File: config.mk
export PLATFORM = sky130hd
export DESIGN_NAME = fifo_wr_rr_arbiter_flat
export DESIGN_NICKNAME = d
export VERILOG_FILES = /design/src/rtl/fifo_wr_rr_arbiter_if.sv /design/src/rtl/fifo_wr_rr_arbiter.sv /design/src/flat_wrapper.sv
export SDC_FILE = /design/constraint.sdc
export NUM_CORES = 1
export LEC_CHECK = 0
export CELL_PAD_IN_SITES_DETAIL_PLACEMENT = 0
export CELL_PAD_IN_SITES_GLOBAL_PLACEMENT = 1
export CORE_MARGIN = 2
export CORE_UTILIZATION = 25
export DETAILED_ROUTE_END_ITERATION = 12
export PLACE_DENSITY_LB_ADDON = 0.15
export SYNTH_ARGS = -nofsm -noshare
export SYNTH_HDL_FRONTEND = slang
export SYNTH_SLANG_ARGS = --single-unit
File: constraint.sdc
create_clock -name clk -period 2.2 [get_ports clk]
set_clock_uncertainty 0.05 [all_clocks]
set_input_delay 0.66 -clock clk [delete_from_list [all_inputs] [get_ports clk]]
set_output_delay 0.66 -clock clk [all_outputs]
set_load 0.02 [all_outputs]
File: src/rtl/fifo_wr_rr_arbiter_if.sv
// Write-side bundle between NUM_REQ producers, the round-robin arbiter and one FIFO write port.
// The master modport is the arbiter's view; the slave modport is the producers/FIFO view.
interface fifo_wr_rr_arbiter_if #(
    parameter int NUM_REQ    = 4,
    parameter int DATA_WIDTH = 8,
    parameter int ID_WIDTH   = $clog2(NUM_REQ)
);
    logic [NUM_REQ-1:0]            req_valid;
    logic [NUM_REQ*DATA_WIDTH-1:0] req_data;
    logic [NUM_REQ-1:0]            req_last;
    logic [NUM_REQ-1:0]            req_ready;
    logic                          fifo_wr_en;
    logic [ID_WIDTH+DATA_WIDTH-1:0] fifo_wr_data;
    logic                          fifo_wr_ready;
    logic                          grant_valid;
    logic [ID_WIDTH-1:0]           grant_id;

    modport master (
        input  req_valid, req_data, req_last, fifo_wr_ready,
        output req_ready, fifo_wr_en, fifo_wr_data, grant_valid, grant_id
    );

    modport slave (
        output req_valid, req_data, req_last, fifo_wr_ready,
        input  req_ready, fifo_wr_en, fifo_wr_data, grant_valid, grant_id
    );
endinterface

File: src/rtl/fifo_wr_rr_arbiter.sv
// Round-robin owner-locked arbiter sharing one FIFO write port between NUM_REQ producers.
// A grant ends on the owner's last beat, after MAX_BURST beats, or after STALL_TIMEOUT idle cycles.
module fifo_wr_rr_arbiter #(
    parameter int NUM_REQ       = 4,
    parameter int DATA_WIDTH    = 8,
    parameter int MAX_BURST     = 8,
    parameter int STALL_TIMEOUT = 4,
    parameter int ID_WIDTH      = $clog2(NUM_REQ)
) (
    input  logic                  clk,
    input  logic                  reset,
    fifo_wr_rr_arbiter_if.master  bus
);
    localparam int BEAT_W  = $clog2(MAX_BURST + 1);
    localparam int STALL_W = $clog2(STALL_TIMEOUT + 1);

    typedef enum logic {IDLE, OWN} state_t;

    state_t              state_q, state_d;
    logic [ID_WIDTH-1:0] grant_id_q, grant_id_d;
    logic [ID_WIDTH-1:0] last_owner_q, last_owner_d;
    logic [BEAT_W-1:0]   beat_cnt_q, beat_cnt_d;
    logic [STALL_W-1:0]  stall_cnt_q, stall_cnt_d;

    logic [ID_WIDTH-1:0]   winner;
    logic [ID_WIDTH-1:0]   cand;
    logic                  any_req;
    int unsigned           scan_idx;
    logic                  owner_valid;
    logic                  owner_last;
    logic [DATA_WIDTH-1:0] owner_data;
    logic                  beat;
    logic [NUM_REQ-1:0]    req_ready;

    // Scan starts just after the previous owner, so a released owner goes to the back of the line.
    always_comb begin
        winner   = '0;
        cand     = '0;
        any_req  = 1'b0;
        scan_idx = 0;
        for (int unsigned k = 1; k <= NUM_REQ; k++) begin
            scan_idx = (32'(last_owner_q) + k) % NUM_REQ;
            cand     = ID_WIDTH'(scan_idx);
            if (!any_req && bus.req_valid[cand]) begin
                any_req = 1'b1;
                winner  = cand;
            end
        end
    end

    always_comb begin
        owner_data = '0;
        for (int unsigned i = 0; i < NUM_REQ; i++) begin
            if (ID_WIDTH'(i) == grant_id_q) owner_data = bus.req_data[i*DATA_WIDTH +: DATA_WIDTH];
        end
    end

    assign owner_valid = bus.req_valid[grant_id_q];
    assign owner_last  = bus.req_last[grant_id_q];

    always_comb begin
        state_d      = state_q;
        grant_id_d   = grant_id_q;
        last_owner_d = last_owner_q;
        beat_cnt_d   = beat_cnt_q;
        stall_cnt_d  = stall_cnt_q;
        beat         = 1'b0;
        req_ready    = '0;
        case (state_q)
            IDLE: begin
                if (any_req) begin
                    state_d     = OWN;
                    grant_id_d  = winner;
                    beat_cnt_d  = '0;
                    stall_cnt_d = '0;
                end
            end
            OWN: begin
                beat = owner_valid & bus.fifo_wr_ready & ~reset;
                for (int unsigned i = 0; i < NUM_REQ; i++) begin
                    if (ID_WIDTH'(i) == grant_id_q) req_ready[i] = bus.fifo_wr_ready & ~reset;
                end
                if (beat) begin
                    beat_cnt_d  = beat_cnt_q + BEAT_W'(1);
                    stall_cnt_d = '0;
                    if (owner_last || (int'(beat_cnt_q) + 1 == MAX_BURST)) begin
                        state_d      = IDLE;
                        last_owner_d = grant_id_q;
                    end
                end else if (!owner_valid) begin
                    // Only an idle owner ages the grant; a full FIFO holds it indefinitely.
                    stall_cnt_d = stall_cnt_q + STALL_W'(1);
                    if (int'(stall_cnt_q) + 1 == STALL_TIMEOUT) begin
                        state_d      = IDLE;
                        last_owner_d = grant_id_q;
                    end
                end
            end
            default: state_d = IDLE;
        endcase
    end

    always_ff @(posedge clk) begin
        if (reset) begin
            state_q      <= IDLE;
            grant_id_q   <= '0;
            last_owner_q <= ID_WIDTH'(NUM_REQ - 1);
            beat_cnt_q   <= '0;
            stall_cnt_q  <= '0;
        end else begin
            state_q      <= state_d;
            grant_id_q   <= grant_id_d;
            last_owner_q <= last_owner_d;
            beat_cnt_q   <= beat_cnt_d;
            stall_cnt_q  <= stall_cnt_d;
        end
    end

    assign bus.req_ready    = req_ready;
    assign bus.fifo_wr_en   = beat;
    assign bus.fifo_wr_data = {grant_id_q, owner_data};
    assign bus.grant_valid  = (state_q == OWN);
    assign bus.grant_id     = grant_id_q;
endmodule

File: src/flat_wrapper.sv
// flat-port wrapper written by rule: the top's interface ports become plain ports
module fifo_wr_rr_arbiter_flat 
#(
    parameter int NUM_REQ       = 4,
    parameter int DATA_WIDTH    = 8,
    parameter int MAX_BURST     = 8,
    parameter int STALL_TIMEOUT = 4,
    parameter int ID_WIDTH      = $clog2(NUM_REQ)
)
  (clk, reset, bus_req_valid, bus_req_data, bus_req_last, bus_fifo_wr_ready, bus_req_ready, bus_fifo_wr_en, bus_fifo_wr_data, bus_grant_valid, bus_grant_id);
  fifo_wr_rr_arbiter_if #(.NUM_REQ(NUM_REQ), .DATA_WIDTH(DATA_WIDTH), .ID_WIDTH(ID_WIDTH)) bus_i ();
  input  logic clk;
  input  logic reset;
  input wire logic [$bits(bus_i.req_valid)-1:0] bus_req_valid;
  input wire logic [$bits(bus_i.req_data)-1:0] bus_req_data;
  input wire logic [$bits(bus_i.req_last)-1:0] bus_req_last;
  input wire logic [$bits(bus_i.fifo_wr_ready)-1:0] bus_fifo_wr_ready;
  output wire logic [$bits(bus_i.req_ready)-1:0] bus_req_ready;
  output wire logic [$bits(bus_i.fifo_wr_en)-1:0] bus_fifo_wr_en;
  output wire logic [$bits(bus_i.fifo_wr_data)-1:0] bus_fifo_wr_data;
  output wire logic [$bits(bus_i.grant_valid)-1:0] bus_grant_valid;
  output wire logic [$bits(bus_i.grant_id)-1:0] bus_grant_id;
  assign bus_i.req_valid = bus_req_valid;
  assign bus_i.req_data = bus_req_data;
  assign bus_i.req_last = bus_req_last;
  assign bus_i.fifo_wr_ready = bus_fifo_wr_ready;
  assign bus_req_ready = bus_i.req_ready;
  assign bus_fifo_wr_en = bus_i.fifo_wr_en;
  assign bus_fifo_wr_data = bus_i.fifo_wr_data;
  assign bus_grant_valid = bus_i.grant_valid;
  assign bus_grant_id = bus_i.grant_id;
  fifo_wr_rr_arbiter #(.NUM_REQ(NUM_REQ), .DATA_WIDTH(DATA_WIDTH), .MAX_BURST(MAX_BURST), .STALL_TIMEOUT(STALL_TIMEOUT), .ID_WIDTH(ID_WIDTH)) u_core (.clk(clk), .reset(reset), .bus(bus_i));
endmodule
==> impl_metrics.env <==
export IMPL_pre_cts_ws_ps=-778
export IMPL_viasPerCell=4.84
export IMPL_synth_seq_cells=12
export IMPL_rows=21
export IMPL_numCtsBuffers=3
export IMPL_layout_common_cells="clkdlybuf4s15_1, buf_6, buf_4"
export IMPL_synth_largest_area_cell="dfxtp_1"
export IMPL_peakVddDrop_v=0.000203
export IMPL_clk_latency_ps=260
export IMPL_dr_first_iter_drc_count=45
export IMPL_ys_seq_area_share_pct=26.3
export IMPL_clk_pin_slew_ps=70
export IMPL_switchingPower_uw=193
export IMPL_wl_per_cell_um=13.6
export IMPL_path_cells="buf_6, mux4_2, nand2_2, inv_2, buf_6"
export IMPL_clk_path_buf_depth=2
export IMPL_power_frac_comb_pct=44.7
export IMPL_drv_cap=0
export IMPL_dp_hpwl_um=2470
export IMPL_portBuffers=60
export IMPL_fin_tns_setup_ps=-3.35
export IMPL_cts_tree="yes"
export IMPL_wl_um=2890
export IMPL_clock_sinks=12
export IMPL_rsz0062_at_grt="true"
export IMPL_ys_types=32
export IMPL_synth_top_cell_area_share_pct=26.3
export IMPL_initial_utilization_pct=26.7
export IMPL_fin_nets=214
export IMPL_switching_share_pct=29.4
export IMPL_leakagePower_uw=0.000725
export IMPL_cp_slowest_cell="mux4_2"
export IMPL_clockPowerShare_pct=19.7
export IMPL_drc=0
export IMPL_synth_area_leaders="dfxtp_1, mux4_2, o211ai_1, nand2_1, a31oi_1"
export IMPL_antenna_found_initial=0
export IMPL_diodes=0
export IMPL_io_pin_count=61
export IMPL_cts_root_buf="clkbuf_4"
export IMPL_outcome="finished, violations left"
export IMPL_period_minus_slack_ps=2200
export IMPL_p_int_uw=465
export IMPL_slew_headroom_pct=80.9
export IMPL_final_cell_count_no_fill=213
export IMPL_htreeDepth=1
export IMPL_violations="setup timing"
export IMPL_fillers=332
export IMPL_coreArea_um2=3420
export IMPL_fin_crit_sh_pct=100
export IMPL_syn_to_final_growth_pct=87.5
export IMPL_p_seq_share_pct=35.6
export IMPL_syn_nets=141
export IMPL_worstPathArrival_ps=1490
export IMPL_drive_gt1_share_pct=34.1
export IMPL_start_kind="input port"
export IMPL_endpoint_kind="output pin"
export IMPL_dp_cells=210
export IMPL_layout_commonest_cell="clkdlybuf4s15_1"
export IMPL_required_ps=1490
export IMPL_critical_path_buf_inv_count=3
export IMPL_tightest_slew_ps=284
export IMPL_globalRouteTotalUtil_pct=14.4
export IMPL_grt_pass1_wl_um=4670
export IMPL_postCtsSetupBuffers=0
export IMPL_syn_inst=96
export IMPL_place_gp_congestion=0.751
export IMPL_hold_class="flop to flop"
export IMPL_ant_nets=0
export IMPL_die_height_um=64.4
export IMPL_fin_ws_ps=-3.35
export IMPL_setup_violations=1
export IMPL_critPathMaxStageDelay_ps=490
export IMPL_hold_buffers=0
export IMPL_gr_total_overflow=0
export IMPL_path_class="input port to output pin"
export IMPL_grt_pass1_vias=1058
export IMPL_critPathTopFamily="multiplexers"
export IMPL_crit_top_cell="buf_6"
export IMPL_max_freq_mhz=454
export IMPL_die_width_um=64.4
export IMPL_power_density_nw_per_um2=385
export IMPL_slew_violations=0
export IMPL_ys_warn_count=0
export IMPL_grt_max_degree=10
export IMPL_die_area_um2=4150
export IMPL_drt_first_pass_iters=4
export IMPL_vias=1031
export IMPL_finalHoldViolCount=0
export IMPL_syn_area_per_cell_um2=9.50
export IMPL_cp_max_fo=2
export IMPL_syn_cell_area_um2=912
-- worst paths after layout --
kind / from / endpoint / slack [ps] / cells after the start
max: bus_req_valid[3] / bus_fifo_wr_en / -3 / 5
min: u_core.stall_cnt_q[1] / u_core.stall_cnt_q[1] / 420 / 2
max reg2reg: u_core.bus.grant_id[1] / u_core.bus.grant_valid / 320 / 5
min reg2reg: u_core.stall_cnt_q[1] / u_core.stall_cnt_q[1] / 420 / 2
-- Yosys cell counts --
| cell type | number |
|---|---|
| and3b_1 | 1 |
| a41oi_1 | 1 |
| o31a_1 | 1 |
| nor2_1 | 5 |
| or3_4 | 1 |
| dfxtp_1 | 12 |
| a21oi_1 | 4 |
| o21a_1 | 1 |
| a211o_1 | 1 |
| o211ai_1 | 5 |
| mux4_2 | 10 |
| nand3_1 | 4 |
| buf_2 | 2 |
| and3_1 | 3 |
| nor4_1 | 1 |
| mux2i_1 | 2 |
| a31oi_1 | 4 |
| ha_1 | 2 |
| nand2b_1 | 3 |
| a2bb2oi_1 | 1 |
| a211oi_1 | 1 |
| o22ai_1 | 2 |
| or2_2 | 1 |
| a41o_1 | 1 |
| o21ai_0 | 1 |
| nor3b_1 | 2 |
| nand2_1 | 9 |
| clkbuf_1 | 3 |
| or3_1 | 1 |
| inv_1 | 6 |
| nor2b_1 | 3 |
| buf_4 | 2 |
-- worst min-delay path, delay by kind of cell, from the launching register on --
kind | cells | cell delay, ps
simple gates | 1 | 50
flops | 1 | 310
compound gates | 1 | 60
-- metal layers --
metal,share of wire (%),vias up,GRT usage [%]
met2,56,27,25.8
li1,-,513,-
met3,3.5,6,4.40
met1,39,485,16.0
met5,0,-,0
met4,1.5,0,4.79
-- cell type report --
| class | count | area [um2] | share of cell area (%) |
|---|---|---|---|
| clock buffers | 3 | 22.5 | 1.32 |
| flip-flops and latches | 12 | 243 | 14.2 |
| inverters | 6 | 22.5 | 1.32 |
| repair buffers | 75 | 733 | 42.9 |
| well taps | 46 | 57.6 | 3.37 |
| multi-input cells | 71 | 632 | 36.9 |
-- state kept, by name (all words and copies together) (netlist names) --
register	cells
u_core.last_owner_q	2
u_core.bus.grant_id	2
u_core.stall_cnt_q	3
u_core.bus.grant_valid	1
u_core.beat_cnt_q	4
-- cell families after synthesis --
logic type / count (synthesis) / share of synthesized area, %
and+or+nand+nor: 34 / 20.0
AOI/OAI and AO/OA: 23 / 17.6
buffers and inverters: 13 / 6.45
muxes: 12 / 26.9
DFF: 12 / 26.3
adders and majority gates: 2 / 2.74
-- power groups by stage --
stage | Combinational [uW] | Sequential [uW] | Clock [uW]
after CTS | 296 | 234 | 138
final | 294 | 235 | 129
after global placement | 301 | 239 | 0
after global routing | 317 | 236 | 148
after floorplan | 126 | 245 | 0
after detailed placement | 306 | 239 | 0
-- through the flow --
step | hold slack, ps | utilization [%] | area [um2] | total power, uW
floorplan | 390 | - | 915 | 371
global placement | 402 | 48.6 | 1660 | 540
detailed placement | 410 | 48.6 | 1660 | 544
CTS | 420 | 49.6 | 1690 | 668
global route | 473 | 50.1 | 1710 | 701
finish | 418 | 50.1 | 1710 | 658
-- what timing repair did --
action / 4_1_cts / 5_1_grt
endpoints found under the setup margin: 20 / 13
endpoints found under the hold margin: 0 / 0
gates resized for setup: 161 / 15
pin swaps: 6 / 2
(Power assumes the default switching activity.)
